## src/rtl/bus_wait_slave_pkg.sv

```systemverilog
// Shared types and constants for the AZPR generic wait-state slave.
package bus_wait_slave_pkg;

    // Bus widths: word-addressed 32-bit bus.
    localparam int WORD_ADDR_W = 30;
    localparam int WORD_DATA_W = 32;

    typedef logic [WORD_ADDR_W-1:0] word_addr_t;
    typedef logic [WORD_DATA_W-1:0] word_data_t;

    // Active-low strobe levels and transfer direction.
    localparam logic ENABLE_  = 1'b0;
    localparam logic DISABLE_ = 1'b1;
    localparam logic READ     = 1'b1;
    localparam logic WRITE    = 1'b0;

    // Slave FSM encodings.
    typedef enum logic [1:0] {
        BUS_WAIT_SLAVE_IDLE = 2'd0,
        BUS_WAIT_SLAVE_WAIT = 2'd1,
        BUS_WAIT_SLAVE_ACK  = 2'd2
    } wait_slave_state_t;

    // Register index taken from the low word-address bits.
    localparam int WAIT_SLAVE_REG_INDEX_LOC = 0;
    typedef logic [2:0] wait_slave_reg_index_t;
    localparam wait_slave_reg_index_t WAIT_SLAVE_ID_REG = 3'd7;

    // Wait counter width (WAIT_CYCLES legal range 0..15).
    localparam int WAIT_CNT_W = 4;

    // Extract the decoded register index; upper address bits are don't-care.
    function automatic wait_slave_reg_index_t reg_index(input word_addr_t a);
        return a[WAIT_SLAVE_REG_INDEX_LOC +: 3];
    endfunction

endpackage

```

## src/rtl/bus_wait_slave_if.sv

```systemverilog
// Slave-side bus signals between decoder/master and a wait-state slave.
interface bus_wait_slave_if;
    import bus_wait_slave_pkg::*;

    logic       cs_;
    logic       as_;
    logic       rw;
    word_addr_t addr;
    word_data_t wr_data;
    word_data_t rd_data;
    logic       rdy_;

    modport master (
        output cs_, as_, rw, addr, wr_data,
        input  rd_data, rdy_
    );

    modport slave (
        input  cs_, as_, rw, addr, wr_data,
        output rd_data, rdy_
    );
endinterface

```

## src/rtl/bus_wait_slave.sv

```systemverilog
// Generic AZPR bus slave: seven R/W word registers plus a read-only ID
// register, answering each access after WAIT_CYCLES extra wait states.
module bus_wait_slave
    import bus_wait_slave_pkg::*;
#(
    parameter int unsigned WAIT_CYCLES = 0,
    parameter word_data_t  ID_VALUE    = 32'h0000_0000
) (
    input  logic             clk,
    input  logic             reset,
    bus_wait_slave_if.slave  bus
);

    localparam logic [WAIT_CNT_W-1:0] WAIT_LOAD = WAIT_CNT_W'(WAIT_CYCLES);
    localparam int NUM_RW_REGS = 7;

    wait_slave_state_t      state_reg, state_next;
    logic [WAIT_CNT_W-1:0]  cnt_reg, cnt_next;
    wait_slave_reg_index_t  idx_reg, idx_next;
    logic                   rw_reg, rw_next;
    word_data_t             wdata_reg, wdata_next;

    word_data_t             regs [NUM_RW_REGS];
    word_data_t             rd_data_reg;
    logic                   rdy_reg;

    logic                   enter_ack;
    logic                   wr_en;
    word_data_t             rd_value;

    // Next-state logic: accept in IDLE, count down in WAIT, one-cycle ACK.
    always_comb begin
        state_next = state_reg;
        cnt_next   = cnt_reg;
        idx_next   = idx_reg;
        rw_next    = rw_reg;
        wdata_next = wdata_reg;
        case (state_reg)
            BUS_WAIT_SLAVE_IDLE: begin
                if (bus.cs_ == ENABLE_ && bus.as_ == ENABLE_) begin
                    idx_next   = reg_index(bus.addr);
                    rw_next    = bus.rw;
                    wdata_next = bus.wr_data;
                    cnt_next   = WAIT_LOAD;
                    state_next = (WAIT_LOAD != '0) ? BUS_WAIT_SLAVE_WAIT
                                                   : BUS_WAIT_SLAVE_ACK;
                end
            end
            BUS_WAIT_SLAVE_WAIT: begin
                // Master withdrawing the request cancels it silently.
                if (bus.cs_ == DISABLE_ || bus.as_ == DISABLE_) begin
                    state_next = BUS_WAIT_SLAVE_IDLE;
                end else begin
                    // Counter reaches 0 only on the way out, so it never wraps.
                    cnt_next = cnt_reg - 1'b1;
                    if (cnt_reg == WAIT_CNT_W'(1))
                        state_next = BUS_WAIT_SLAVE_ACK;
                end
            end
            BUS_WAIT_SLAVE_ACK: begin
                state_next = BUS_WAIT_SLAVE_IDLE;
            end
            default: begin
                state_next = BUS_WAIT_SLAVE_IDLE;
            end
        endcase
    end

    // Access completes on the edge that enters ACK; use the *_next view so a
    // zero-wait access served straight from IDLE sees the fresh request.
    always_comb begin
        enter_ack = (state_next == BUS_WAIT_SLAVE_ACK) && (state_reg != BUS_WAIT_SLAVE_ACK);
        wr_en     = enter_ack && (rw_next == WRITE) && (idx_next != WAIT_SLAVE_ID_REG);
        rd_value  = (idx_next == WAIT_SLAVE_ID_REG) ? ID_VALUE : regs[idx_next];
    end

    // FSM and request-latch registers.
    always_ff @(posedge clk or negedge reset) begin
        if (!reset) begin
            state_reg <= BUS_WAIT_SLAVE_IDLE;
            cnt_reg   <= '0;
            idx_reg   <= '0;
            rw_reg    <= READ;
            wdata_reg <= '0;
        end else begin
            state_reg <= state_next;
            cnt_reg   <= cnt_next;
            idx_reg   <= idx_next;
            rw_reg    <= rw_next;
            wdata_reg <= wdata_next;
        end
    end

    // Register file: writes to the ID slot are dropped (wr_en excludes it).
    always_ff @(posedge clk or negedge reset) begin
        if (!reset) begin
            for (int i = 0; i < NUM_RW_REGS; i++)
                regs[i] <= '0;
        end else if (wr_en) begin
            regs[idx_next] <= wdata_next;
        end
    end

    // Registered outputs: rdy_ pulses for the ACK cycle, rd_data is 0 otherwise.
    always_ff @(posedge clk or negedge reset) begin
        if (!reset) begin
            rdy_reg     <= DISABLE_;
            rd_data_reg <= '0;
        end else begin
            rdy_reg     <= enter_ack ? ENABLE_ : DISABLE_;
            rd_data_reg <= (enter_ack && rw_next == READ) ? rd_value : '0;
        end
    end

    assign bus.rdy_    = rdy_reg;
    assign bus.rd_data = rd_data_reg;

endmodule

```

## src/flat_wrapper.sv

```systemverilog
// flat-port wrapper written by rule: the top's interface ports become plain ports
module bus_wait_slave_flat import bus_wait_slave_pkg::*;
#(
    parameter int unsigned WAIT_CYCLES = 0,
    parameter word_data_t  ID_VALUE    = 32'h0000_0000
)
  (clk, reset, bus_cs_, bus_as_, bus_rw, bus_addr, bus_wr_data, bus_rd_data, bus_rdy_);
  bus_wait_slave_if bus_i ();
  input  logic clk;
  input  logic reset;
  input wire logic [$bits(bus_i.cs_)-1:0] bus_cs_;
  input wire logic [$bits(bus_i.as_)-1:0] bus_as_;
  input wire logic [$bits(bus_i.rw)-1:0] bus_rw;
  input wire logic [$bits(bus_i.addr)-1:0] bus_addr;
  input wire logic [$bits(bus_i.wr_data)-1:0] bus_wr_data;
  output wire logic [$bits(bus_i.rd_data)-1:0] bus_rd_data;
  output wire logic [$bits(bus_i.rdy_)-1:0] bus_rdy_;
  assign bus_i.cs_ = bus_cs_;
  assign bus_i.as_ = bus_as_;
  assign bus_i.rw = bus_rw;
  assign bus_i.addr = bus_addr;
  assign bus_i.wr_data = bus_wr_data;
  assign bus_rd_data = bus_i.rd_data;
  assign bus_rdy_ = bus_i.rdy_;
  bus_wait_slave #(.WAIT_CYCLES(WAIT_CYCLES), .ID_VALUE(ID_VALUE)) u_core (.clk(clk), .reset(reset), .bus(bus_i));
endmodule
```

## config.mk

```make
export PLATFORM = sky130hd
export DESIGN_NAME = bus_wait_slave_flat
export DESIGN_NICKNAME = d
export VERILOG_FILES = /design/src/rtl/bus_wait_slave_pkg.sv /design/src/rtl/bus_wait_slave_if.sv /design/src/rtl/bus_wait_slave.sv /design/src/flat_wrapper.sv
export SDC_FILE = /design/constraint.sdc
export NUM_CORES = 1
export LEC_CHECK = 0
export ABC_AREA = 0
export ABC_CLOCK_PERIOD_IN_PS = 3400
export BUFFER_PORTS_ARGS = -buffer_cell sky130_fd_sc_hd__buf_2
export CAP_MARGIN = 25
export CELL_PAD_IN_SITES_DETAIL_PLACEMENT = 2
export CELL_PAD_IN_SITES_GLOBAL_PLACEMENT = 2
export CORE_MARGIN = 3
export CORE_UTILIZATION = 25
export DETAILED_ROUTE_END_ITERATION = 7
export PLACE_DENSITY_LB_ADDON = 0.1
export SLEW_MARGIN = 40
export SYNTH_ARGS = -nofsm -noshare
export SYNTH_HDL_FRONTEND = slang
export SYNTH_SLANG_ARGS = --single-unit
```

## constraint.sdc

```tcl
create_clock -name clk -period 3.4 [get_ports clk]
set_clock_uncertainty 0.05 [all_clocks]
set_input_delay 0.17 -clock clk [delete_from_list [all_inputs] [get_ports clk]]
set_output_delay 0.17 -clock clk [all_outputs]
set_load 0.1 [all_outputs]
```

==> results summary <==
The number of enable flip-flop cells after synthesis is 0. Power spread over the standard cell area amounts to around 660 nW/um2. The starting density of the core is 0.2541. Counting every sink on the clock net gives 299. The number of nets handed over by synthesis was 1198. The die covers ~59000 um2.

In the global route stage, overall resource usage came out at 0.1676. The maximum count of clock buffers along a single path came out at 3. The instance area after placement is 15660 um2. Setup repair after global routing left no endpoint under its margin.

By area, the combinational part of the netlist is dominated by multiplexers. After the first detailed-routing iteration, the DRC count stood at between 300 and 400. The arrival time reported for the critical path endpoint came out at 3.31 ns. The flip-flop count of the largest register after layout is 224. The synthesized netlist contains 50 unique library cells.

The combinational share of power is 0.221. The post-synthesis simple-gate area fraction came out at 0.1015. The overall die height is 243.3 um. The number of rows in the core area is 86. The CTS clock-pin slew for the worst setup and hold paths came out at 0.05 ns. Once layout is done, the placed cells without fillers occupy between 15000 and 20000 um2. STA classifies the critical path endpoint as a register. The post-route fraction of the period consumed by the critical path is 0.8652. The share of synthesized cell area in full adder, half adder and majority cells came out at 0.001777. The largest net degree at the start of global routing came out at 81. The minimum clock period after layout came out at around 2.9 ns. Setup violations remaining at the end of the flow were counted as 0. The final hold violation count came out at 0. Along the worst path, the maximum fanout reaches 13.

The kind of critical path is reg -> reg. The cell with the biggest individual delay on the critical path is sky130_fd_sc_hd__or3b_2. The share of the synthesized area in compound gates (AO/OA/AOI/OAI) came out at 0.07492.

The growth of design area from synthesis to finish came out at 20.55%. The final standard cell utilization of the core came out at 0.3063. The final weighted congestion in routability-driven placement came out at 0.6906. The tightest min-delay check is of the in -> reg type. The number of input and output port buffers inserted came out at 72. The delay of the slowest cell on the worst path came out at 0.52 ns. In this run the count of I/O pins placed on the die edge is 100. A synthesized cell averages 12.47 um2. The post-detailed-route via-to-cell ratio is roughly 4.8. The cell sitting at the root of the clock tree is a sky130_fd_sc_hd__clkbuf_16. The overall die width came out at about 240 um.

The clock latency of the later-clocked register in the worst-skew pair came out at ~0.55 ns. The number of buffers created by CTS came out at 39. The post-synthesis instance area came out at 14080 um2. The number of vias after detailed routing is between 9000 and 10000. For this run, design rule violations remaining after detail routing come to 0. The internal power contribution came out at 7.886 mW.

The share of the Yosys chip area taken by registers is 0.5316. Summed over all nets, the half-perimeter wirelength after detailed placement is 30760 um. The worst slew slack as a fraction of its limit is 0.5149.

STA classifies the critical path startpoint as a register. The number of buffers inserted by post-CTS setup repair is 0. The diode insertion count for antenna repair is 0. TritonCTS built the clock tree. The number of antenna violations at the first check in global routing is 1. The number of antenna-violating nets in the routed design came out at 0. The critical path goes through inv_1, ha_1, or3b_2, a211oi_2, nand3_2, buf_12, mux2_2. The number of standard cells in the layout, taps in and fillers out is 2013. The share of post-route cells with drive strength above 1 is 0.3581. The actual slew at the worst max-slew pin is about 0.73 ns. The final global-route overflow total is 0. After routing, the total negative slack on setup checks comes to 0 ns.

The mux cell area share after synthesis is 0.2463. The first-pass detailed-route iteration total came out at 4. The total count of max-transition violations in the final report is 0. The net switching share of the total power is 0.2995. The routed wire length came out at between 40000 and 50000 um. In the final design database the tool counted between 1000 and 1500 nets. The number of warnings reported in the yosys synthesis log is 0. The required time of the critical path came out at 3.77 ns. The H-tree depth is 2.

The fraction of power consumed by the clock network came out at 0.338. The synthesized design contains 299 register bits. Of the total synthesized cell area, the portion taken by XOR and XNOR cells is 0.001244. The share of total power in sequential cells came out at 0.441. The instance count after placement with tap cells included is 1933. The leakage power is approximately 8 nW. The area of the core came out at 55420 um2.

The fmax came out at between 300 and 400 MHz. The flow ran to the end, and the final reports show no timing, DRC or antenna violations. The via count of the first global-routing pass came out at 10920.

The switching power summed over all nets came out at 3.372 mW. The average wire length per cell after detail routing is 24.46 um. The fraction of synthesis flops using an asynchronous set or reset pin came out at 1.000. The number of max-cap violations came out at 0. The first global-routing pass estimated around 74000 um of wire. The cell count after synthesis came out at 1129. The top flip-flop cell by instance count after synthesis is sky130_fd_sc_hd__dfrtp_1. The highest ir drop seen on vdd is 277.0 uV.
-- cells in the final DEF, fill, tap and decap left out, types with 6 or more instances in the layout --
cell	instances
sky130_fd_sc_hd__nor4_1	13
sky130_fd_sc_hd__and3_1	6
sky130_fd_sc_hd__buf_4	59
sky130_fd_sc_hd__o211ai_1	36
sky130_fd_sc_hd__nand2b_1	6
sky130_fd_sc_hd__mux2_4	60
sky130_fd_sc_hd__a211oi_1	12
sky130_fd_sc_hd__o22ai_1	28
sky130_fd_sc_hd__nor3_1	6
sky130_fd_sc_hd__dlygate4sd3_1	18
sky130_fd_sc_hd__nand2_1	105
sky130_fd_sc_hd__clkbuf_16	39
sky130_fd_sc_hd__nor2_1	9
sky130_fd_sc_hd__nor4b_2	10
sky130_fd_sc_hd__nor4b_1	12
sky130_fd_sc_hd__nor3b_1	8
sky130_fd_sc_hd__o221ai_1	25
sky130_fd_sc_hd__dfrtp_1	297
sky130_fd_sc_hd__mux2i_1	56
sky130_fd_sc_hd__clkbuf_1	15
sky130_fd_sc_hd__a21oi_1	31
sky130_fd_sc_hd__inv_1	33
sky130_fd_sc_hd__mux2_2	172
sky130_fd_sc_hd__buf_2	71
sky130_fd_sc_hd__nand3_1	71
sky130_fd_sc_hd__buf_12	12
-- final timing paths --
path	startpoint	slack [ns]	endpoint	cells past startpoint
setup reg to reg	u_core.cnt_reg[1]	0.46	u_core.regs[0]	7
hold / removal	bus_wr_data[15]	0.02	u_core.wdata_reg[15]	3
min in group asynchronous	reset	0.18	u_core.bus.rd_data[6]	2
max in group asynchronous	reset	2.15	u_core.bus.rd_data[25]	3
hold reg to reg	u_core.rw_reg	0.43	u_core.rw_reg	2
setup / recovery	u_core.cnt_reg[1]	0.46	u_core.regs[0]	7
-- cells in the mapped netlist, types with 12 or more instances --
| master | number | share of area |
|---|---|---|
| sky130_fd_sc_hd__dfrtp_1 | 297 | 0.53 |
| sky130_fd_sc_hd__mux2_2 | 172 | 0.14 |
| sky130_fd_sc_hd__nand2_1 | 107 | 0.029 |
| sky130_fd_sc_hd__nand3_1 | 72 | 0.026 |
| sky130_fd_sc_hd__mux2_4 | 60 | 0.064 |
| sky130_fd_sc_hd__mux2i_1 | 57 | 0.041 |
| sky130_fd_sc_hd__o211ai_1 | 36 | 0.019 |
| sky130_fd_sc_hd__clkbuf_1 | 33 | 0.0088 |
| sky130_fd_sc_hd__inv_1 | 33 | 0.0088 |
| sky130_fd_sc_hd__a21oi_1 | 32 | 0.011 |
| sky130_fd_sc_hd__o22ai_1 | 28 | 0.012 |
| sky130_fd_sc_hd__o221ai_1 | 25 | 0.016 |
| sky130_fd_sc_hd__buf_2 | 24 | 0.0085 |
| sky130_fd_sc_hd__a211oi_1 | 13 | 0.0069 |
| sky130_fd_sc_hd__nor4_1 | 13 | 0.0058 |
| sky130_fd_sc_hd__buf_6 | 12 | 0.0096 |
| sky130_fd_sc_hd__nor4b_1 | 12 | 0.0075 |
-- kinds of logic after synthesis --
family / Yosys count
AOI/OAI and AO/OA: 148
and+or+nand+nor: 265
muxes: 292
xor gates and xnor gates: 2
adders and majority gates: 2
buffers and inverters: 121
DFF: 299
-- layer usage --
metal / routed length (um) / part of all wire / global-route usage / vias up
li1: - / - / - / 4351
met1: 23300 / 0.47 / 0.2290 / 5208
met2: 23570 / 0.48 / 0.2817 / 136
met3: 1546 / 0.031 / 0.02047 / 52
met4: 808 / 0.016 / 0.04306 / 0
met5: 0 / 0 / 0 / -
-- power groups by stage --
stage / sequential [mW] / clock [mW] / combinational (mW)
after CTS: 4.97 / 3.97 / 2.55
final: 4.97 / 3.80 / 2.49
after floorplan: 4.97 / 0 / 1.67
after detailed placement: 5.02 / 0 / 2.53
after global placement: 4.97 / 0 / 2.45
after global routing: 5.09 / 4.10 / 2.74
-- worst max-delay path, delay by kind of cell, from the launching register on --
family / cells / cell delay (ns)
simple gates: 2 / 1.00
fa+ha+maj: 1 / 0.14
compound gates: 1 / 0.52
mux: 1 / 0.28
buf+inv: 2 / 0.43
flops: 1 / 0.37
-- timing repair --
| action | 4_1_cts | 5_1_grt |
|---|---|---|
| hold buffers | 18 | 0 |
| hold endpoints to repair | 91 | 0 |
| resized for setup | 0 | 0 |
-- metrics by stage --
stage,power [mW],hold WS [ns],setup WS [ns]
after floorplan,6.636,-0.1756,0.9305
after global placement,7.422,0.1793,0.3683
after detailed placement,7.544,0.1837,0.3992
after CTS,11.48,0.007202,0.3938
after global routing,11.93,0.03290,0.3036
final,11.26,0.01649,0.4584
-- layout make-up --
| class | count | area, um2 |
|---|---|---|
| clock buffers | 57 | 1074 |
| clock inverters | 5 | 53.80 |
| fillers | 5821 | 38440 |
| inverters | 34 | 127.6 |
| multi-input cells | 709 | 6062 |
| flip-flops and latches | 299 | 7485 |
| well taps | 748 | 935.9 |
| repair buffers | 161 | 1234 |
(Power assumes the default switching activity.)
